[src/rtl/uart_pkg.sv]
// Shared UART definitions: data width, transmit FSM state encoding and the
// parity helper also used by the receive path.
package uart_pkg;

  localparam int DATA_W = 8;

  typedef enum logic [2:0] {
    IDLE   = 3'd0,
    START  = 3'd1,
    DATA   = 3'd2,
    PARITY = 3'd3,
    STOP   = 3'd4
  } uart_tx_state_t;

  // Wire parity bit: XOR of the data bits.
  function automatic logic calc_parity(input logic [DATA_W-1:0] b);
    return ^b;
  endfunction

endpackage

[src/rtl/uart_baud_counter.sv]
// Bit-period timer: counts 0..CLKS_PER_BIT-1 and flags the last cycle of
// each bit period. Held at zero while clear is high.
module uart_baud_counter #(
  parameter int CLKS_PER_BIT = 16
) (
  input  logic clk,
  input  logic rst,
  input  logic clear,
  output logic bit_tick
);

  localparam int CNT_W = $clog2(CLKS_PER_BIT);
  localparam logic [CNT_W-1:0] LAST = CNT_W'(CLKS_PER_BIT - 1);

  logic [CNT_W-1:0] cnt_r;

  // Free-running bit-period counter, wrapping at every bit boundary.
  always_ff @(posedge clk) begin
    if (rst || clear) begin
      cnt_r <= '0;
    end else if (cnt_r == LAST) begin
      cnt_r <= '0;
    end else begin
      cnt_r <= cnt_r + CNT_W'(1);
    end
  end

  assign bit_tick = (cnt_r == LAST);

endmodule

[src/rtl/uart_tx.sv]
// UART transmitter: start bit, 8 data bits LSB first, optional even parity,
// 1 or 2 stop bits. All outputs are registered.
module uart_tx
  import uart_pkg::*;
#(
  parameter int CLKS_PER_BIT = 16,
  parameter int STOP_BITS    = 1
) (
  input  logic              clk,
  input  logic              rst,
  input  logic              tx_start,
  input  logic [DATA_W-1:0] tx_data,
  input  logic              parity_en,
  output logic              tx,
  output logic              tx_busy,
  output logic              tx_done
);

  localparam logic       LAST_STOP = (STOP_BITS == 2) ? 1'b1 : 1'b0;
  localparam logic [2:0] LAST_IDX  = 3'(DATA_W - 1);

  uart_tx_state_t    state_r;
  logic [DATA_W-1:0] shift_r;
  logic              par_en_r;
  logic              par_bit_r;
  logic [2:0]        bit_idx_r;
  logic              stop_cnt_r;
  logic              tx_r;
  logic              busy_r;
  logic              done_r;
  logic              clear_s;
  logic              bit_tick_s;

  // Counter sits at zero in IDLE so the start bit gets a full period.
  assign clear_s = (state_r == IDLE);

  uart_baud_counter #(.CLKS_PER_BIT(CLKS_PER_BIT)) u_baud (
    .clk      (clk),
    .rst      (rst),
    .clear    (clear_s),
    .bit_tick (bit_tick_s)
  );

  // Frame sequencer; tx is loaded one cycle ahead of each bit period.
  always_ff @(posedge clk) begin
    if (rst) begin
      state_r    <= IDLE;
      shift_r    <= '0;
      par_en_r   <= 1'b0;
      par_bit_r  <= 1'b0;
      bit_idx_r  <= 3'd0;
      stop_cnt_r <= 1'b0;
      tx_r       <= 1'b1;
      busy_r     <= 1'b0;
      done_r     <= 1'b0;
    end else begin
      done_r <= 1'b0;
      case (state_r)
        IDLE: begin
          if (tx_start) begin
            shift_r    <= tx_data;
            par_en_r   <= parity_en;
            par_bit_r  <= calc_parity(tx_data);
            bit_idx_r  <= 3'd0;
            stop_cnt_r <= 1'b0;
            tx_r       <= 1'b0;
            busy_r     <= 1'b1;
            state_r    <= START;
          end else begin
            tx_r   <= 1'b1;
            busy_r <= 1'b0;
          end
        end
        START: begin
          if (bit_tick_s) begin
            tx_r    <= shift_r[0];
            state_r <= DATA;
          end
        end
        DATA: begin
          if (bit_tick_s) begin
            if (bit_idx_r == LAST_IDX) begin
              bit_idx_r <= 3'd0;
              tx_r      <= par_en_r ? par_bit_r : 1'b1;
              state_r   <= par_en_r ? PARITY : STOP;
            end else begin
              tx_r      <= shift_r[1];
              shift_r   <= {1'b0, shift_r[DATA_W-1:1]};
              bit_idx_r <= bit_idx_r + 3'd1;
            end
          end
        end
        PARITY: begin
          if (bit_tick_s) begin
            tx_r    <= 1'b1;
            state_r <= STOP;
          end
        end
        STOP: begin
          if (bit_tick_s) begin
            if (stop_cnt_r == LAST_STOP) begin
              stop_cnt_r <= 1'b0;
              busy_r     <= 1'b0;
              done_r     <= 1'b1;
              state_r    <= IDLE;
            end else begin
              stop_cnt_r <= stop_cnt_r + 1'b1;
            end
          end
        end
        default: begin
          tx_r    <= 1'b1;
          busy_r  <= 1'b0;
          state_r <= IDLE;
        end
      endcase
    end
  end

  assign tx      = tx_r;
  assign tx_busy = busy_r;
  assign tx_done = done_r;

endmodule

[config.mk]
export PLATFORM = sky130hd
export DESIGN_NAME = uart_tx
export DESIGN_NICKNAME = d
export VERILOG_FILES = /design/src/rtl/uart_pkg.sv /design/src/rtl/uart_baud_counter.sv /design/src/rtl/uart_tx.sv
export SDC_FILE = /design/constraint.sdc
export NUM_CORES = 1
export LEC_CHECK = 0
export CORE_MARGIN = 2
export CORE_UTILIZATION = 48
export DETAILED_ROUTE_END_ITERATION = 10
export HOLD_SLACK_MARGIN = 0.08
export PLACE_DENSITY = 0.77
export SETUP_SLACK_MARGIN = 0.3
export SYNTH_ARGS = -nofsm -noshare
export SYNTH_HDL_FRONTEND = slang
export SYNTH_HIERARCHICAL = 1
export SYNTH_SLANG_ARGS = --single-unit
[constraint.sdc]
create_clock -name clk -period 1.7 [get_ports clk]
set_input_delay 0.51 -clock clk [delete_from_list [all_inputs] [get_ports clk]]
set_output_delay 0.51 -clock clk [all_outputs]
set_load 0.005 [all_outputs]
---- Yosys cells after proc, flatten, opt, wreduce, memory -nomap -nowiden ----
Cells that the tools add are included.
operators by class
  equality and inequality tests ........... 14
  shifts and indexed selects .............. 0
  bitwise gates (word level) .............. 3
  reduce and logical (&&, ||, !) cells .... 15
  multipliers ............................. 0
  divide/modulo/power cells ............... 0
  multiplexer cells ....................... 33
  order comparisons ....................... 0
  add/sub/neg operators ................... 3
operators with widths
  operator               count
  $mux W3                11
  $mux W8                3
  $ne A2 B2 Y1 const B   8
  $pmux W8 S2            1
  $pmux W3 S5            1
  $mux W1                13
  $reduce_and A3 Y1      3
  $reduce_and A4 Y1      2
  $reduce_xor A8 Y1      1
  $reduce_and A7 Y1      1
  $eq A3 B2 Y1 const B   2
  $eq A3 B3 Y1 const B   2
  $pmux W3 S2            1
  $reduce_or A3 Y1       2
  $pmux W1 S5            1
  $add A4 B1 Y4 const B  1
  $eq A4 B4 Y1 const B   1
  $reduce_bool A2 Y1     2
  $add A3 B1 Y3 const B  1
  $eq A3 B1 Y1 const B   1
  $logic_not A3 Y1       1
  $not A1 Y1             3
  $pmux W1 S3            1
  $pmux W1 S2            1
  4 further kinds        4
word-level totals
  bits in registers ....................... 24
  input port bits ......................... 12
  memories kept ........................... 0
  memory bits (writable) .................. 0
  ROM bits ................................ 0
  word-level logic and storage cells ...... 78
  bits in latches ......................... 0

---- Longest topological paths before layout ----
Gate-level depths: netlist of run 1.
  depth in word-level cells ............... 4
  depth in mapped cells ................... 8
  depth with buffers taken out ............ 7

---- Cells and area by module ----
The synthesis of run 1 kept the hierarchy.
by module, submodules not included
  module             instances  area each (um^2)  cells an instance
  uart_tx            1          1049.8            117
  uart_baud_counter  1          157.7             16

---- Worst setup path after synthesis of run 1 ----
Ideal clock, no wire load.
  path type ............................... flip-flop to flip-flop
  from .................................... register bit_idx_r[0]
  to ...................................... register shift_r[6]
  clock period less this slack ............ 1.641 ns
  setup slack ............................. 0.059 ns
  required time ........................... 1.609 ns
  arrival time ............................ 1.550 ns
  setup time .............................. 0.091 ns
  stages on the path, launching flop included .. 8
  path buffers ............................ 1
  cell sequence ........................... dfxtp_1 ha_1 ha_1 nand3b_1 a21boi_4 buf_4 nor2_1 a311oi_1
on the way
  word-level cells in the longest chain between the ends .. 3
RTL lines
  what                         RTL line       RTL
  start: declaration           uart_tx.sv:26  logic [2:0] bit_idx_r;
  start signal: assignment     uart_tx.sv:89  bit_idx_r <= bit_idx_r + 3'd1;
  $eq A3 B3 Y1                 uart_tx.sv:82  if (bit_idx_r == LAST_IDX) begin
  $ne A2 B2 Y1 (no line)       n/a
  $reduce_and A4 Y1 (no line)  n/a
  end signal: assignment       uart_tx.sv:61  shift_r <= tx_data;
  end signal: assignment       uart_tx.sv:88  shift_r <= {1'b0, shift_r[DATA_W-1:1]};
  end: declaration             uart_tx.sv:23  logic [DATA_W-1:0] shift_r;
Every way passes these cells.
A chain may end at the register's enable or synchronous reset.

---- Worst setup path after layout of run 1 ----
  from .................................... register bit_idx_r[1]
  to ...................................... register shift_r[5]
The elaborated chain is that of the path after synthesis.

==> flow_summary.ini, run 1 <==
[sta]
fin_crit_sh = 0.9499
fin_skew_ns = 0.003213
maxSlewViolCount = 0
hold_violations = 0
rsz0062_at_grt = yes
setup_tns_ns = 0
worst_pin_slew_ns = 0.3358
period_needed_ns = 1.615
setup_viol = 0
slew_headroom = 0.7697
fmax_mhz = 619.3

[yosys]
yosysWarningCount = 6
synth.top_cell.area_share = 0.3813
synth_area_leader_cell = dfxtp_1
syn_nets = 149
synth.distinct_cells = 39
async_flop_share = 0
synthTopCellsByArea = dfxtp_1 (38%), xnor2_1 (5.8%), nor2_1 (5.3%)
post_synth_inst_count = 133
ys_ff_latch = 23
synth.avg_cell_area_um2 = 9.078
synth.most_common_cell = dfxtp_1
ys_top_cells_by_count = dfxtp_1 (23), nor2_1 (17), nand2_1 (10), nand3_1 (9), xnor2_1 (8)
synth_ff_type = dfxtp_1
synth_edf_count = 0
yosysSeqAreaShare = 0.3813
netlist_area_um2 = 1207

[finish]
fin_util = 0.7217
antennaDiodeCount = 0
syn_to_final_growth_pct = 45.39
nets = 185
finalInstanceArea_um2 = 1755
drive_above_1_share = 0.4345

[global_route]
grt_pass1_vias = 1119
gr-total-overflow = 0
grt_pass1_wl_um = 4698
grt_use_met3 = 0.07222
antenna_found_initial = 0
top_usage_layer = met2
grt_max_degree = 18
use_met2 = 0.3815
globalRouteTotalUtil = 0.2227
grtUsageMet1 = 0.2551

[setup_path]
crit_fanout = 15
worst_setup_path_start_kind = flop
cp.arrival_ns = 1.85
worstPathCellList = ha_4 > ha_4 > nand3b_1 > a21boi_4 > buf_12 > nor2_1 > a311oi_1
cpPeakStageDelay_ns = 0.36
cp_slowest_cell = dfxtp_2
critPathRequiredTime_ns = 1.93
path_class = flop to flop
cp_common_cell = ha_4
cp-end-kind = flop

[cts]
cts_buffers = 3
cts.sinks = 23
cts_hold_buf = 0
cts-root-buf = clkbuf_4
clk_latency_ns = 0.33
path_clk_slew_ns = 0.13
cts_buffer_depth = 2
h-tree-depth = 1
cts_tree = built

[die]
ioPinCount = 15
die_area_um2 = 2933
dieHeight_um = 54.16
rows = 18
start_util = 0.4964
die_x_um = 54.16
core_um2 = 2432

[detailed_routing]
viasPerCell = 5.611
wl_per_cell_um = 15.43
drtIter0Drc = 11
wirelength_um = 3056
drtAntennaViolNets = 0
first_pass_iters = 4
vias = 1111
drc = 0

[placed_design]
portBuffers = 14
place_area_um2 = 1516
hpwl_um = 1908
gp_congestion = 0.7661

[power_and_ir_drop]
vdd_ir_drop_max_mv = 0.5935
p_leak_nw = 0.7042
p_per_area_nw_per_um2 = 612.1
totalPowerFinal_mw = 1.074

[outcome]
status = finished, final reports clean

[job]
maxCapViolCount = 0

[worst_hold_path]
hold_path_class = flop to flop
## final timing paths
kind,start,cells after the start,to,slack (ns)
worst max-delay path,bit_idx_r[1],7,shift_r[5],0.09
worst min-delay path,shift_r[6],2,shift_r[6],0.51
worst max register to register,bit_idx_r[1],7,shift_r[5],0.09
worst min register to register,shift_r[6],2,shift_r[6],0.51
## layout make-up
cell class / count / area [µm²]
Clock buffer: 3 / 22.52
Clock inverter: 1 / 5.005
Timing Repair Buffer: 40 / 367.9
Sequential cell: 23 / 470.5
Inverter: 3 / 16.27
Fill cell: 190 / 676.9
Multi-Input combinational cell: 98 / 835.8
Tap cell: 30 / 37.54
## cell usage in the layout, fill, tap and decap left out, types with 2 or more instances in the layout
cell type         n
a21oi_2           4
a311oi_1          6
a311oi_2          2
buf_12            2
buf_4            22
buf_6             2
clkbuf_2          2
clkbuf_4          3
clkdlybuf4s50_1   7
dfxtp_1          15
dfxtp_2           8
dlymetal6s2s_1    4
ha_4              4
inv_1             2
mux2i_1           5
nand2_1          10
nand3_1           8
nand3b_1          2
nor2_1           16
nor2_2            2
nor3_2            4
or3b_4            2
xnor2_1           6
xnor2_2           2
## kinds of logic after synthesis
kind of cell | after synthesis | synth area share
multiplexers | 5 | 0.04145
AND/OR/NAND/NOR | 57 | 0.2549
adder cells (fa/ha/maj) | 4 | 0.04145
AO/OA/AOI/OAI | 23 | 0.1575
XOR/XNOR | 9 | 0.06529
buffers and inverters | 12 | 0.05803
flip-flops | 23 | 0.3813
## flip-flops by register name (all words and copies together) (netlist names)
signal        flops
bit_idx_r         3
par_bit_r         1
par_en_r          1
shift_r           8
state_r           3
tx                1
tx_busy           1
tx_done           1
u_baud/cnt_r      4
## power breakdown
group	switching [mW]	leakage [nW]	internal, mW
clock network	0.178	0.0177	0.0885
registers	0.0212	0.191	0.566
logic	0.0985	0.495	0.122
total	0.298	0.704	0.776
## routing by layer
| layer | vias up | share of wire |
|---|---|---|
| met5 | - | 0 |
| met4 | 0 | 0.0088 |
| met3 | 5 | 0.027 |
| met2 | 12 | 0.54 |
| met1 | 551 | 0.42 |
| li1 | 543 | - |
## per-stage QoR
stage          hold WS [ns]  cells  worst slack, ns
2_1_floorplan        0.4186    133           0.2253
3_3_place_gp         0.4319    181          -0.1319
3_5_place_dp         0.4436    181          -0.2105
4_1_cts              0.5054    196           0.1453
5_1_grt              0.5315    198         -0.02110
6_report             0.5080    198          0.08516
## critical path, delay by kind of cell (launching register included)
kind	cells	cell delay, ns
compound gates	2	0.46
flops	1	0.36
fa+ha+maj	2	0.32
simple gates	2	0.24
buf+inv	1	0.15
## what timing repair did
action,in CTS,in global routing
resized for setup,16,26
setup endpoints to repair,19,20
pin swaps,6,14
buffers inserted,11,2
endpoints found under the hold margin,0,0
Note: power is estimated with default switching activity, not from simulation.
==> run 2, diff against run 1 <==
- SKIP_LAST_GASP: unset -> 1
==> results of run 2 <==
No change in the layout: final DEF, timing and power equal those of run 1.
==> run 3, diff against run 2 <==
- CORE_MARGIN: 2 -> unset
==> run 3 against run 2 <==
Sequential cell count did not move. Critical path depth rose by 1. Final area rose by 1.4%. Utilization rose by 5.3 points. Die area fell by 7.2%. Global-route usage rose by 2.0 points. Total power fell by 0.23%. Largest power group unchanged.
==> flow_summary.ini, run 3 (same netlist as run 1, synthesis figures left out) <==
[outcome]
status = finished, final reports clean

[placed_design]
place_area_um2 = 1491
dpl.cell_count = 176
portBuffers = 14
gp_congestion = 0.7478
hpwl_um = 1684

[setup_path]
cp_common_cell = ha_4
r2r_end = shift_r[0]
cpPeakStageDelay_ns = 0.36
reg2reg_setup_slack_ns = 0.10
cp-endpoint = shift_r[0]
cp.arrival_ns = 1.84
cp_slowest_cell = dfxtp_2
cp_top_family = flip-flops
critPathRequiredTime_ns = 1.94
cp-end-kind = flop
path_class = flop to flop
reg2reg_depth = 8
crit_fanout = 7
worstPathCellList = ha_4 > ha_4 > nand3b_1 > a21boi_4 > buf_6 > buf_16 > nor2_1 > a211oi_2
cp_num_buf_inv = 2
worst_setup_path_start_kind = flop
worstSetupPathDepth = 8
cp-startpoint = bit_idx_r[0]
rr_startpoint = bit_idx_r[0]

[finish]
instances_no_fill = 193
regMostFlops = shift_r
nets = 182
largest_reg_flops = 8
top_regs = shift_r (8), u_baud/cnt_r (4)
layout_commonest_cell = buf_4
fin_util = 0.7751
finalInstanceArea_um2 = 1780
drive_above_1_share = 0.4121
layout_common_cells = buf_4 (17), dfxtp_1 (16), nor2_1 (13)
syn_to_final_growth_pct = 47.46
antennaDiodeCount = 0

[job]
maxCapViolCount = 0

[power_and_ir_drop]
p_leak_nw = 0.7393
p_int_uw = 786.1
p_per_area_nw_per_um2 = 602.1
vdd_ir_drop_max_mv = 0.7257
p_sw_frac = 0.2666
switching_power_uw = 285.8
pwr-share-clk = 0.234
seqPwrFrac = 0.552
combPwrFrac = 0.214

[die]
die_area_um2 = 2720
core_um2 = 2297
die_x_um = 52.16
start_util = 0.5256
rows = 17
dieHeight_um = 52.16
ioPinCount = 15

[detailed_routing]
drc = 0
first_pass_iters = 5
drtAntennaViolNets = 0
viasPerCell = 5.798
drtIter0Drc = 26
wirelength_um = 3022
vias = 1119
wl_per_cell_um = 15.66

[global_route]
globalRouteTotalUtil = 0.2422
antenna_found_initial = 0
grt_pass1_wl_um = 4830
gr-total-overflow = 0
grt_pass1_vias = 1087
grt_max_degree = 19

[sta]
hold_violations = 0
rsz0062_at_grt = yes
worst_pin_slew_ns = 0.3788
setup_viol = 0
period_needed_ns = 1.599
fmax_mhz = 625.5
slew_headroom = 0.7403
fin_crit_sh = 0.9404
fin_skew_ns = 0.001068
maxSlewViolCount = 0

[cts]
cts-root-buf = clkbuf_4
cts_buffer_depth = 2
clk_latency_ns = 0.31
h-tree-depth = 1
cts_tree = built
cts_buffers = 3
path_clk_slew_ns = 0.12
cts.sinks = 23

[worst_hold_path]
hold_path_class = flop to flop
run 3: cell types whose count changed in the layout (fill, tap and decap cells not counted), sizes merged:
cell / change
dlygate4sd2: +2
clkdlybuf4s50: -5
clkdlybuf4s15: +2
clkinv: -1
dlymetal6s2s: +3
buf: -3
clkbuf: -1
run 3: timing repair:
item	in CTS	in global routing
pin swaps	16	11
resized for setup	29	18
setup endpoints to repair	19	20
gates cloned	1	0
hold buffers	0	0
buffers inserted	12	0
run 3: through the flow:
stage / hold WS (ns) / TNS [ns] / setup slack, ns / total power [mW]
4_1_cts: 0.4480 / 0 / 0.1210 / 1.062
2_1_floorplan: 0.4186 / 0 / 0.2253 / 0.7021
6_report: 0.4485 / 0 / 0.1012 / 1.072
5_1_grt: 0.4633 / 0 / 0.03796 / 1.122
3_5_place_dp: 0.4313 / -1.721 / -0.1869 / 0.7753
3_3_place_gp: 0.4336 / -1.088 / -0.1137 / 0.7704
run 3: routing by layer:
layer	vias to the layer above	routed length, µm	track usage
met4	0	10	0.05702
met3	2	126	0.07895
met5	-	0	0
li1	534	-	-
met2	28	1625	0.4295
met1	555	1260	0.2789
run 3: area by class of cell:
type | instances | area [µm²]
Clock buffer | 4 | 26.28
Fill cell | 161 | 516.7
Tap cell | 28 | 35.03
Multi-Input combinational cell | 98 | 852.1
Sequential cell | 23 | 469.2
Inverter | 3 | 13.76
Timing Repair Buffer | 37 | 384.1
run 3: how the worst min path moves through the flow:
stage	start	endpoint	slack, ns	cells past startpoint
CTS	u_baud/cnt_r[0]	u_baud/cnt_r[0]	0.45	1
global route	u_baud/cnt_r[0]	u_baud/cnt_r[0]	0.46	1
finish	u_baud/cnt_r[0]	u_baud/cnt_r[0]	0.45	1
floorplan	u_baud/cnt_r[0]	u_baud/cnt_r[0]	0.42	1
global placement	u_baud/cnt_r[0]	u_baud/cnt_r[0]	0.43	1
detailed placement	u_baud/cnt_r[0]	u_baud/cnt_r[0]	0.43	1
run 3: power groups by stage:
| stage | registers (mW) | logic, mW | clock network, mW |
|---|---|---|---|
| global placement | 0.596 | 0.174 | 0 |
| global route | 0.594 | 0.246 | 0.281 |
| detailed placement | 0.597 | 0.178 | 0 |
| floorplan | 0.590 | 0.112 | 0 |
| CTS | 0.589 | 0.214 | 0.259 |
| finish | 0.591 | 0.230 | 0.251 |
